===== src/rtl/led_sequencer.sv =====
// -----------------------------------------------------------------------------
// led_sequencer
// Steps an N_LED-wide LED pattern once per prescaler period. Four patterns:
// rotate-left, rotate-right, bounce (one lit LED travelling between the ends)
// and blink-all. The step period is DIV_MAX >> speed clock cycles.
//
// Parameters
//   N_LED    LED count (2..32)
//   DIV_MAX  base step period in clk_50Mhz cycles (>= 8)
//   CNT_W    prescaler width, 2**CNT_W > DIV_MAX
//
// Ports
//   clk_50Mhz  in   system clock, rising edge
//   RST        in   asynchronous active-low reset
//   mode       in   00 rotate-left, 01 rotate-right, 10 bounce, 11 blink-all
//   speed      in   step period = DIV_MAX >> speed
//   pause      in   freeze prescaler and pattern while high
//   LED        out  registered pattern
//   tick       out  registered one-cycle pulse, coincident with each LED step
// -----------------------------------------------------------------------------
`timescale 1ns/100ps
module led_sequencer #(
    parameter int N_LED   = 4,
    parameter int DIV_MAX = 10000000,
    parameter int CNT_W   = 24
) (
    input  logic             clk_50Mhz,
    input  logic             RST,
    input  logic [1:0]       mode,
    input  logic [1:0]       speed,
    input  logic             pause,
    output logic [N_LED-1:0] LED,
    output logic             tick
);

    localparam logic [N_LED-1:0] SEED_ONE = {{(N_LED-1){1'b0}}, 1'b1};
    localparam logic [N_LED-1:0] ALL_ONES = {N_LED{1'b1}};
    localparam logic [N_LED-1:0] ALL_ZERO = {N_LED{1'b0}};
    localparam logic [CNT_W-1:0] DIV_C    = CNT_W'(DIV_MAX);
    localparam logic [CNT_W-1:0] CNT_ONE  = {{(CNT_W-1){1'b0}}, 1'b1};
    localparam logic [CNT_W-1:0] CNT_ZERO = {CNT_W{1'b0}};

    // True when exactly one bit of v is set.
    function automatic logic is_one_hot(input logic [N_LED-1:0] v);
        return (v != ALL_ZERO) && ((v & (v - SEED_ONE)) == ALL_ZERO);
    endfunction

    logic [CNT_W-1:0] cnt_q,  cnt_d;
    logic [N_LED-1:0] led_q,  led_d;
    logic             dir_q,  dir_d;
    logic             tick_q, tick_d;
    logic [1:0]       mode_q, mode_d;

    logic [CNT_W-1:0] period_s;
    logic [CNT_W-1:0] last_s;
    logic [N_LED-1:0] shl_s;
    logic [N_LED-1:0] shr_s;

    // Period and single-position shifts used by the bounce pattern.
    always_comb begin
        period_s = DIV_C >> speed;
        last_s   = period_s - CNT_ONE;
        shl_s    = led_q << 1;
        shr_s    = led_q >> 1;
    end

    // Next-state: reseed on mode change, hold on pause, otherwise count/step.
    always_comb begin
        cnt_d  = cnt_q;
        led_d  = led_q;
        dir_d  = dir_q;
        tick_d = 1'b0;
        mode_d = mode;
        if (mode != mode_q) begin
            cnt_d = CNT_ZERO;
            dir_d = 1'b0;
            led_d = (mode == 2'b11) ? ALL_ZERO : SEED_ONE;
        end else if (pause) begin
            cnt_d = cnt_q;
        end else if (cnt_q >= last_s) begin
            // ">=" also catches a speed change that left cnt beyond the new
            // end of period. A step due in the cycle right after a step (only
            // possible at a 1-cycle period) waits one cycle so tick can never
            // be high twice in a row.
            if (!tick_q) begin
                cnt_d  = CNT_ZERO;
                tick_d = 1'b1;
                case (mode_q)
                    2'b00: begin
                        if (is_one_hot(led_q)) begin
                            led_d = {led_q[N_LED-2:0], led_q[N_LED-1]};
                        end else begin
                            led_d = SEED_ONE;
                        end
                    end
                    2'b01: begin
                        if (is_one_hot(led_q)) begin
                            led_d = {led_q[0], led_q[N_LED-1:1]};
                        end else begin
                            led_d = SEED_ONE;
                        end
                    end
                    2'b10: begin
                        if (!is_one_hot(led_q)) begin
                            led_d = SEED_ONE;
                            dir_d = 1'b0;
                        end else if (!dir_q) begin
                            led_d = shl_s;
                            dir_d = shl_s[N_LED-1];
                        end else begin
                            led_d = shr_s;
                            dir_d = !shr_s[0];
                        end
                    end
                    2'b11: begin
                        led_d = (led_q == ALL_ONES) ? ALL_ZERO : ALL_ONES;
                    end
                    default: begin
                        led_d = SEED_ONE;
                    end
                endcase
            end else begin
                cnt_d = cnt_q;
            end
        end else begin
            cnt_d = cnt_q + CNT_ONE;
        end
    end

    // State registers with asynchronous active-low reset.
    always_ff @(posedge clk_50Mhz or negedge RST) begin
        if (!RST) begin
            cnt_q  <= CNT_ZERO;
            led_q  <= SEED_ONE;
            dir_q  <= 1'b0;
            tick_q <= 1'b0;
            mode_q <= 2'b00;
        end else begin
            cnt_q  <= cnt_d;
            led_q  <= led_d;
            dir_q  <= dir_d;
            tick_q <= tick_d;
            mode_q <= mode_d;
        end
    end

    assign LED  = led_q;
    assign tick = tick_q;

endmodule


===== config.mk =====
export PLATFORM = sky130hd
export DESIGN_NAME = led_sequencer
export DESIGN_NICKNAME = d
export VERILOG_FILES = /design/src/rtl/led_sequencer.sv
export SDC_FILE = /design/constraint.sdc
export NUM_CORES = 1
export LEC_CHECK = 0
export ABC_CLOCK_PERIOD_IN_PS = 3300
export BUFFER_PORTS_ARGS = -buffer_cell sky130_fd_sc_hd__buf_2
export CAP_MARGIN = 20
export CORE_MARGIN = 1
export CORE_UTILIZATION = 55
export DETAILED_ROUTE_END_ITERATION = 16
export GPL_TIMING_DRIVEN = 0
export MAX_ROUTING_LAYER = met4
export PLACE_DENSITY_LB_ADDON = 0.25
export SETUP_SLACK_MARGIN = 0.1
export SLEW_MARGIN = 20
export SYNTH_ARGS = -nofsm -noshare
export SYNTH_HDL_FRONTEND = slang
export SYNTH_SLANG_ARGS = --single-unit

===== constraint.sdc =====
create_clock -name clk_50Mhz -period 3.3 [get_ports clk_50Mhz]
set_clock_uncertainty 0.05 [all_clocks]
set_input_delay 0.33 -clock clk_50Mhz [delete_from_list [all_inputs] [get_ports clk_50Mhz]]
set_output_delay 0.33 -clock clk_50Mhz [all_outputs]
set_load 0.1 [all_outputs]

==> summary.md <==
| Metric | Value |
|---|---|
| Initial antenna violation count | `0` |
| Hold crit path type | `primary input to async pin` |
| Post-Syn Nets | `332` |
| H-tree depth | `2` |
| Most numerous cell on the critical path | `buf_2` |
| Final #Nets | `349` |
| RR Startpoint | `cnt_q[17]` |
| Worst path required time | `3.42 ns` |
| CTS tree | `built` |
| Worst Path Arrival | `3.09 ns` |
| Post-synth top area share | `0.303` |
| Critical Path Source Type | `primary input` |
| Clock Power Share | `0.364` |
| Mean Syn Cell Area | `8.62 um^2` |
| Syn. warnings | `0` |
| Crit path max fanout | `10` |
| Post-CTS sizing | `0` |
| Initial core utilization | `0.580` |
| Synthesized cell area | `0.00256 mm^2` |
| Die H | `70.2 um` |
| # hold bufs at CTS | `0` |
| Synth area leaders | `dfrtp_1, ha_1, xnor2_1, nor2_1, a21oi_1` |
| Register-to-register setup slack | `0.57 ns` |
| Overall routed net length | `5.43 mm` |
| Worst skew pair latency | `0.28 ns` |
| ANT cells | `0` |
| Gr ovfl total | `0` |
| Unrepaired setup endpoints after global routing | `no` |
| ANT nets after route | `0` |
| Layout cells sized above 1 | `0.121` |
| Max IR drop VDD | `0.000245 V` |
| Period minus WS final | `2.97 ns` |
| DP HPWL | `4.10 mm` |
| Seq/Total Area, Yosys | `0.313` |
| CTS buffer count | `5` |
| Slew of the pin with the lowest slew margin | `0.699 ns` |
| Setup violators final | `0` |
| Iter 0 DRT Violations | `97` |
| Flops & latches, synth | `32` |
| Dpl ws | `-0.150 ns` |
| CP top delay family | `buffers and inverters` |
| Total core area | `0.00441 mm^2` |
| RePlAce Congestion | `0.807` |
| Placed inst area | `0.00267 mm^2` |
| Outcome | `finished clean` |
| CTS clk-pin slew, worst paths | `0.07 ns` |
| Die X | `70.2 um` |
| Most used DFF post-synth | `dfrtp_1` |
| I/O pins | `12` |
| Final instance area | `0.00278 mm^2` |
| All-Layer GR Usage | `0.250` |
| Area grow syn2layout | `8.46%` |
| Final Cycle Share | `0.901` |
| Cell taking the most area after synthesis | `dfrtp_1` |
| Post-layout util | `0.629` |
| Final hold slack | `0.0370 ns` |
| Worst-path cell chain | `buf_2 > inv_1 > ha_1 > inv_1 > ha_1 > nand4_1 > nor4_2 > o211ai_1 > nand3_1 > buf_2 > a21o_1 > buf_2 > buf_4 > nor2_1` |
| Core Rows | `24` |
| Worst path max stage delay | `0.37 ns` |
| Max Cap Viol | `0` |
| Leak | `1.23 nW` |
| WP buf/inv | `6` |
| Final hold violation count | `0` |
| End of the worst register-to-register path | `cnt_q[23]` |
| Synthesized instance count | `297` |
| Die area | `0.00493 mm^2` |
| Yosys cell types | `54` |
| Routed len/inst | `14.8 um` |
| Largest net degree at the start of global routing | `33` |
| Final WS setup | `0.327 ns` |
| Post-CTS setup buffers | `0` |
| Routed via count | `2,173` |
| Post-synth EDFFs | `0` |
| Number of port buffers | `10` |
| Slowest CP cell | `ha_1` |
| Switching share of total power | `0.287` |
| 1st-pass router iterations | `4` |
| CTS Sinks | `32` |
| Filler cells | `405` |
| WS Path Type | `primary input to flip-flop` |
| Avg Vias per Cell | `5.92` |
| Worst reg2reg path depth | `9` |
| Most common cell after layout, fill and taps aside | `nor2_1` |
| Switch Pwr | `0.000244 W` |
| Combinational power share | `0.161` |
| Pwr Density | `307 mW/mm^2` |
| First-pass GRT wire length | `9.64 mm` |
| Final Max Slew Viols | `0` |
| Worst slew margin | `0.534` |
| Timing-limited maximum frequency | `336 MHz` |
| Max Root-Sink Buffers | `2` |
| Endpoint class of the critical path | `flip-flop` |
| CTS root buffer | `clkbuf_8` |
| Flop pwr share | `0.475` |
| Most frequent cells in the layout | `nor2_1, dfrtp_1, ha_1` |
| Pint | `0.000606 W` |
| Async SR Flop Fraction | `1.00` |
| Vias in the first global route | `2,104` |
| DRC Markers | `0` |
==> metrics by stage <==
stage | std cells | setup TNS, ns | power, W
after floorplan | 297 | 0 | 0.000508
after global placement | 359 | -0.764 | 0.000545
after detailed placement | 359 | -1.38 | 0.000547
after CTS | 367 | 0 | 0.000854
after global routing | 367 | 0 | 0.000896
final | 367 | 0 | 0.000851
==> cell families (layout without fill, tap and decap cells) <==
group / count (synthesis) / in the layout / share of synthesized area
fa+ha+maj: 28 / 28 / 0.137
simple gates: 105 / 105 / 0.203
mux: 5 / 5 / 0.0200
compound gates: 73 / 73 / 0.204
buf+inv: 35 / 53 / 0.0577
flops: 32 / 32 / 0.313
xor+xnor: 19 / 19 / 0.0650
==> worst max-delay path by stage <==
stage | from | slack, ns | depth (start not counted) | end
6_report | speed[0] | 0.33 | 14 | cnt_q[3]
5_1_grt | speed[1] | 0.16 | 14 | cnt_q[22]
4_1_cts | speed[0] | 0.17 | 14 | cnt_q[22]
3_5_place_dp | speed[0] | -0.15 | 14 | cnt_q[22]
3_3_place_gp | speed[0] | -0.09 | 14 | cnt_q[16]
2_1_floorplan | speed[0] | 0.56 | 10 | cnt_q[23]
==> state kept, by name (all words and copies together), names as in the netlist <==
signal,flops
dir_q,1
LED,4
cnt_q,24
tick,1
mode_q,2
==> synth_stat cells (2+ instances only) <==
cell type / instances
mux2i_1: 4
a21oi_1: 18
nor3_1: 9
a2bb2oi_1: 2
a2111oi_0: 4
and3_1: 7
clkbuf_1: 7
dfrtp_1: 31
o211ai_1: 5
and4_1: 2
nor2_1: 37
a2111oi_2: 3
inv_1: 19
a211oi_2: 2
buf_2: 7
xor2_1: 3
xnor2_1: 16
o21ai_0: 10
a31oi_1: 3
a21o_1: 4
o22ai_1: 2
or3_1: 2
nand3_1: 12
nor2b_1: 2
a211oi_1: 5
o21ai_1: 3
and2_1: 4
ha_1: 28
nand4_1: 6
nand2_1: 16
==> cell type report <==
cell class	count	area (um^2)	area share
Tap cell	52	65.1	0.0234
Sequential cell	32	802	0.289
Clock buffer	6	82.6	0.0298
Multi-Input combinational cell	230	1620	0.582
Timing Repair Buffer	10	50.0	0.0180
Buffer	16	78.8	0.0284
Inverter	19	71.3	0.0257
Clock inverter	2	10.0	0.00361
==> layer usage <==
layer	GRT usage	vias to the layer above	share of wire
li1	-	1104	-
met1	0.318	1024	0.47
met2	0.418	40	0.49
met3	0.0346	5	0.028
met4	0.0733	0	0.013
met5	-	-	0
==> worst register-to-register path: cells and delay by family, from the launching register on <==
kind / cells / cell delay [ns]
AND/OR/NAND/NOR: 3 / 0.94
adder cells (fa/ha/maj): 1 / 0.36
AO/OA/AOI/OAI: 4 / 0.76
buffers and inverters: 1 / 0.13
flip-flops: 1 / 0.44
==> power groups by stage <==
stage / Sequential, W / Clock, W / Combinational, W
2_1_floorplan: 0.000428 / 0 / 0.0000802
3_3_place_gp: 0.000411 / 0 / 0.000134
3_5_place_dp: 0.000411 / 0 / 0.000136
4_1_cts: 0.000404 / 0.000314 / 0.000137
5_1_grt: 0.000405 / 0.000337 / 0.000154
6_report: 0.000404 / 0.000310 / 0.000137
Power figures use the tool's default switching activity.
